## config.mk

```make
export PLATFORM = sky130hd
export DESIGN_NAME = result_bcd_formatter
export DESIGN_NICKNAME = d
export VERILOG_FILES = /design/src/rtl/result_bcd_formatter.sv
export SDC_FILE = /design/constraint.sdc
export NUM_CORES = 1
export LEC_CHECK = 0
export ABC_AREA = 1
export BUFFER_PORTS_ARGS = -buffer_cell sky130_fd_sc_hd__buf_2
export CORE_MARGIN = 2
export CORE_UTILIZATION = 52
export CTS_CLUSTER_DIAMETER = 100
export DETAILED_ROUTE_END_ITERATION = 16
export PLACE_DENSITY_LB_ADDON = 0.1
export SKIP_LAST_GASP = 1
export SYNTH_ARGS = -nofsm -noshare
export SYNTH_HDL_FRONTEND = slang
export SYNTH_SLANG_ARGS = --single-unit
export TNS_END_PERCENT = 50
```

## constraint.sdc

```tcl
create_clock -name i_clk -period 1.9 [get_ports i_clk]
set_input_delay 0.285 -clock i_clk [delete_from_list [all_inputs] [get_ports i_clk]]
set_output_delay 0.285 -clock i_clk [all_outputs]
set_load 0.02 [all_outputs]
```

## src/rtl/result_bcd_formatter.sv

```systemverilog
// Binary-to-display formatter: serial double-dabble, range check, sign and error display.
// Optional build macro LEADING_ZERO_BLANK_EN enables leading-zero blanking and a floating minus.
module result_bcd_formatter #(
    parameter int IN_WIDTH  = 40,
    parameter int DIGITS    = 6,
    parameter int CONV_BITS = 20
) (
    input  logic                  i_clk,
    input  logic                  i_reset,
    input  logic                  i_start,
    input  logic [IN_WIDTH-1:0]   i_value,
    input  logic                  i_sign,
    input  logic                  i_err,
    output logic [4*DIGITS-1:0]   o_bcd,
    output logic                  o_busy,
    output logic                  o_done,
    output logic                  o_err
);
    function automatic longint unsigned pow10(input int n);
        longint unsigned r = 1;
        for (int k = 0; k < n; k++) r = r * 10;
        return r;
    endfunction

    localparam int CW = $clog2(CONV_BITS + 1);
    localparam logic [IN_WIDTH-1:0]  POS_MAX   = IN_WIDTH'(pow10(DIGITS) - 1);
    localparam logic [IN_WIDTH-1:0]  NEG_MAX   = IN_WIDTH'(pow10(DIGITS - 1) - 1);
    localparam logic [4*DIGITS-1:0]  RESET_BCD = {{(DIGITS-1){4'hF}}, 4'h0};
    localparam logic [4*DIGITS-1:0]  ERR_BCD   = {4'hE, {(DIGITS-1){4'hF}}};

    typedef enum logic [1:0] {IDLE, SHIFT, FORMAT} state_t;

    state_t                state_q, state_d;
    logic [CONV_BITS-1:0]  shift_q, shift_d;
    logic [4*DIGITS-1:0]   bcd_q, bcd_d;
    logic [CW-1:0]         cnt_q, cnt_d;
    logic                  sign_q, sign_d;
    logic                  err_q, err_d;
    logic [4*DIGITS-1:0]   bcd_out_q, bcd_out_d;
    logic                  err_out_q, err_out_d;
    logic                  done_q, done_d;

    logic                  range_err;
    logic [4*DIGITS-1:0]   bcd_adj;
    logic [4*DIGITS-1:0]   fmt;
    logic                  nonzero;

    assign range_err = i_err
                     | ((i_value >> CONV_BITS) != '0)
                     | (i_sign ? (i_value > NEG_MAX) : (i_value > POS_MAX));

    always_ff @(posedge i_clk) begin
        if (i_reset) begin
            state_q   <= IDLE;
            shift_q   <= '0;
            bcd_q     <= '0;
            cnt_q     <= '0;
            sign_q    <= 1'b0;
            err_q     <= 1'b0;
            bcd_out_q <= RESET_BCD;
            err_out_q <= 1'b0;
            done_q    <= 1'b0;
        end else begin
            state_q   <= state_d;
            shift_q   <= shift_d;
            bcd_q     <= bcd_d;
            cnt_q     <= cnt_d;
            sign_q    <= sign_d;
            err_q     <= err_d;
            bcd_out_q <= bcd_out_d;
            err_out_q <= err_out_d;
            done_q    <= done_d;
        end
    end

    always_comb begin
        state_d = state_q;
        case (state_q)
            IDLE:    if (i_start) state_d = range_err ? FORMAT : SHIFT;
            SHIFT:   if (cnt_q == CW'(1)) state_d = FORMAT;
            FORMAT:  state_d = IDLE;
            default: state_d = IDLE;
        endcase
    end

    // Double-dabble correction: nibbles >= 5 get +3 before the shift.
    always_comb begin
        bcd_adj = '0;
        for (int i = 0; i < DIGITS; i++)
            bcd_adj[4*i +: 4] = (bcd_q[4*i +: 4] >= 4'd5) ? bcd_q[4*i +: 4] + 4'd3
                                                           : bcd_q[4*i +: 4];
    end

    always_comb begin
        nonzero = |bcd_q;
        fmt     = bcd_q;
`ifdef LEADING_ZERO_BLANK_EN
        begin
            int msd;
            msd = 0;
            for (int i = 0; i < DIGITS; i++)
                if (bcd_q[4*i +: 4] != 4'd0) msd = i;
            for (int i = 1; i < DIGITS; i++) begin
                if (i > msd) fmt[4*i +: 4] = 4'hF;
                if (sign_q && nonzero && i == msd + 1) fmt[4*i +: 4] = 4'hA;
            end
        end
`else
        // Negative range leaves the top digit zero, so the minus always fits there.
        if (sign_q && nonzero) fmt[4*DIGITS-1 -: 4] = 4'hA;
`endif
    end

    always_comb begin
        shift_d   = shift_q;
        bcd_d     = bcd_q;
        cnt_d     = cnt_q;
        sign_d    = sign_q;
        err_d     = err_q;
        bcd_out_d = bcd_out_q;
        err_out_d = err_out_q;
        done_d    = 1'b0;
        case (state_q)
            IDLE: if (i_start) begin
                sign_d = i_sign;
                err_d  = range_err;
                if (!range_err) begin
                    shift_d = i_value[CONV_BITS-1:0];
                    bcd_d   = '0;
                    cnt_d   = CW'(CONV_BITS);
                end
            end
            SHIFT: begin
                bcd_d   = {bcd_adj[4*DIGITS-2:0], shift_q[CONV_BITS-1]};
                shift_d = shift_q << 1;
                cnt_d   = cnt_q - CW'(1);
            end
            FORMAT: begin
                bcd_out_d = err_q ? ERR_BCD : fmt;
                err_out_d = err_q;
                done_d    = 1'b1;
            end
            default: ;
        endcase
    end

    always_comb begin
        o_busy = (state_q != IDLE);
        o_bcd  = bcd_out_q;
        o_err  = err_out_q;
        o_done = done_q;
    end
endmodule

```

==> reports/qor_table.md <==
| Step | Result | Reported |
|---|---|---|
| place | HPWL after detailed placement | 6270 um |
| grt | Initial antenna violation count | 0 |
| timing | Highest achievable clock rate | 599 MHz |
| logic synthesis | Synthesized area per cell | 7.13 um2 |
| critical path | Worst-path cell chain | inv_1 -> ha_1 -> nand3_1 -> nor3b_1 -> nand3_1 -> a21oi_1 -> nand3_1 -> o21ai_0 -> nand2_1 |
| critical path | Most numerous cell on the critical path | nand3_1 |
| place | Final weighted congestion in routability-driven placement | 0.793 |
| logic synthesis | Library cell occupying the most area in the post-synthesis netlist | dfxtp_1 |
| cts | Clock tree root driver cell | clkbuf_8 |
| pwr | P_leak | 0.00203 uW |
| logic synthesis | Post-synth EDFFs | 0 |
| detailed routing | DRC errors left | 0 |
| pwr | Total power density per cell area | 739 nW/um2 |
| place | Placement-stage cell area | 4540 um2 |
| floorplan | Area of the die | 8500 um2 |
| logic synthesis | Most instantiated cells after synthesis | 140 x nand2_1, 79 x dfxtp_1, 70 x a21oi_1, 49 x inv_1, 47 x nand3_1 |
| timing | Skew final | 0.0102 ns |
| timing | Endpoints failing hold | 0 |
| place | Total placed cells including tap cells | 727 |
| logic synthesis | Gate count of the mapped netlist | 567 |
| floorplan | # IOs | 72 |
| timing | Unrepaired setup endpoints after global routing | false |
| cts | Post-CTS setup-driven buffer insertion count | 0 |
| logic synthesis | Register area share after synthesis | 39.1% |
| final layout | Antenna diodes | 0 |
| pwr | Worst VDD drop | 0.349 mV |
| critical path | Crit path kind | flip-flop to flip-flop |
| critical path | Startpoint type of the worst setup path | flip-flop |
| final layout | Fill count | 722 |
| logic synthesis | Primary FF master, synth | dfxtp_1 |
| floorplan | Standard-cell row count | 32 |
| cts | Worst-Skew Late Latency | 0.35 ns |
| final layout | Share of cells above drive strength 1 | 20.6% |
| cts | Worst-case clock buffer depth | 2 |
| place | # port buffers | 71 |
| critical path | Data required time at the worst endpoint | 2.14 ns |
| detailed routing | Detailed-route via count | 3906 |
| timing | Final number of max-transition violations | 0 |
| cts | Quantity of gates resized following cts | 0 |
| logic synthesis | Syn_nets | 631 |
| floorplan | Floorplan Core Area | 7650 um2 |
| critical path | Worst path buffer plus inverter count | 1 |
| timing | Slew HR | 64.9% |
| timing | Minimum period implied by the final worst setup slack | 1.67 ns |
| cts | H-tree levels | 3 |
| floorplan | Height of the chip | 92.2 um |
| grt | Global-route wire length before repair | 15600 um |
| logic synthesis | Dominant cells by area after synthesis | dfxtp_1 39%, nand2_1 13%, a21oi_1 8.7% |
| critical path | Critical Path Sink Type | flip-flop |
| job | Count of maximum capacitance violations | 0 |
| final layout | Fin cells | 743 |
| final layout | Signed area change from the synthesized netlist to the final layout | 17.9% |
| critical path | Largest fanout on the critical path | 6 |
| critical path | CP max stage delay | 0.36 ns |
| logic synthesis | Area share of the largest cell type after synthesis | 39.1% |
| critical path | Worst EP arrival | 1.91 ns |
| cts | Clk sinks | 79 |
| detailed routing | Antenna Nets Post-Route | 0 |
| detailed routing | Initial drt markers | 136 |
| timing | Final WS setup | 0.232 ns |
| cts | Inserted Clock Buffers | 9 |
| logic synthesis | Synthesis warning total | 0 |
| cts | Worst-path clk slew | 0.08 ns |
| critical path | Slowest library cell on the worst path | dfxtp_1 |
| logic synthesis | Register bit count reported by yosys | 79 |
| detailed routing | Post-DR vias/cell | 5.26 |
| final layout | Total area of multi-input combinational cells | 2150 um2 |
| timing | Accumulated negative setup slack | 0 ns |
| cts | TritonCTS clock tree | yes |
| timing | Period utilization | 87.8% |
| logic synthesis | Async set-reset flop share out of synthesis | 0% |
| timing | Worst-Margin Slew | 0.525 ns |
| place | Worst slack after detailed placement | 0.0718 ns |
| status | Result of the run | finished clean |
| grt | Global-route congestion overflow total | 0 |
| logic synthesis | Post-synthesis cell type count | 31 |
| grt | Number of global-route vias before repair | 3616 |
| grt | Pin count of the biggest net entering global routing | 58 |
| cts | CTS hold repair buffers | 0 |
| detailed routing | Count of TritonRoute iterations in the first routing pass | 4 |
| final layout | Area used by sequential logic in the layout | 1580 um2 |
| detailed routing | Total wire length | 9260 um |
| critical path | CP delay by family, top | simple AND/OR/NAND/NOR gates |
| min path | Type of the tightest min-delay check | input port to flip-flop |
| detailed routing | DR WL/cell | 12.5 um |
| timing | Final count of negative-setup-slack endpoints | 0 |
| final layout | Final-stage net count | 700 |
| floorplan | Die X | 92.2 um |
| floorplan | Starting density of the core | 52.9% |
| logic synthesis | Cell area after technology mapping | 4040 um2 |
| logic synthesis | Count leader, synth | nand2_1 |
| grt | Overall Global Routing Usage | 22.6% |
| final layout | Post-route cell area | 4770 um2 |
[power breakdown]
part	internal (uW)	switching [uW]	total [uW]	leakage, uW
registers	1710	32.3	1740	0.000642
logic	141	235	376	0.00127
clock network	812	594	1410	0.000114
[path summary, 6_finish.rpt]
kind	start	endpoint	slack [ns]	cells past startpoint
setup reg to reg	bcd_q[8]$_SDFFE_PP0P_	o_bcd[23]$_SDFFE_PP1P_	0.23	9
hold reg to reg	o_bcd[3]$_SDFFE_PP0P_	o_bcd[3]$_SDFFE_PP0P_	0.46	2
hold / removal	i_value[0]	shift_q[0]$_SDFFE_PP0P_	0.25	3
setup / recovery	bcd_q[8]$_SDFFE_PP0P_	o_bcd[23]$_SDFFE_PP1P_	0.23	9
[cells in the final DEF, fill, tap and decap left out, types with 19 or more instances in the layout]
master / netlist / final
nand2_1: 140 / 140
dfxtp_1: 79 / 79
buf_2: 5 / 71
a21oi_1: 70 / 70
inv_1: 49 / 49
nand3_1: 47 / 47
o21ai_0: 37 / 37
nor2_1: 32 / 31
o211ai_1: 21 / 21
ha_1: 19 / 19
[sequential cells by signal, summed over array words and instances (netlist names)]
name	cells
bcd_q	24
o_bcd	24
shift_q	20
cnt_q	5
state_q	2
err_q	1
o_done	1
o_err	1
sign_q	1
[cells by family (layout without fill, tap and decap cells)]
| family | count (synthesis) | after routing | synth area share, % |
|---|---|---|---|
| and+or+nand+nor | 245 | 245 | 26.2 |
| AOI/OAI and AO/OA | 144 | 144 | 20.4 |
| DFF | 79 | 79 | 39.1 |
| buffers and inverters | 78 | 152 | 7.98 |
| adders and majority gates | 19 | 19 | 5.88 |
| xor gates and xnor gates | 2 | 2 | 0.433 |
[metrics by stage]
stage                     total power, uW  util [%]  hold WS, ns
final                                3520      62.3        0.251
after global routing                 3660      62.3        0.268
after CTS                            3550      62.3        0.235
after detailed placement             2160      59.3        0.451
after global placement               2150      59.3        0.448
after floorplan                      2010         -        0.427
[area by class of cell]
| cell class | instances | share of cell area [%] |
|---|---|---|
| multi-input cells | 410 | 45.1 |
| flip-flops and latches | 79 | 33.2 |
| repair buffers | 84 | 10.3 |
| inverters | 52 | 4.09 |
| clock buffers | 13 | 3.33 |
| well taps | 102 | 2.68 |
| clock inverters | 3 | 1.36 |
[worst reg2reg max path: cells and delay by family, from the launching register on]
| kind | cells | cell delay [ns] |
|---|---|---|
| AND/OR/NAND/NOR | 5 | 0.56 |
| adder cells (fa/ha/maj) | 1 | 0.17 |
| flip-flops | 1 | 0.36 |
| AO/OA/AOI/OAI | 2 | 0.32 |
| buffers and inverters | 1 | 0.12 |
[routing by layer]
layer  vias up  track usage (%)  share of wire (%)
met4         0             11.6                2.4
met5         -                0                  0
met1      1776             27.2                 47
met2        93             39.2                 47
li1       2016                -                  -
met3        21             3.20                3.9
(Power assumes the default switching activity.)
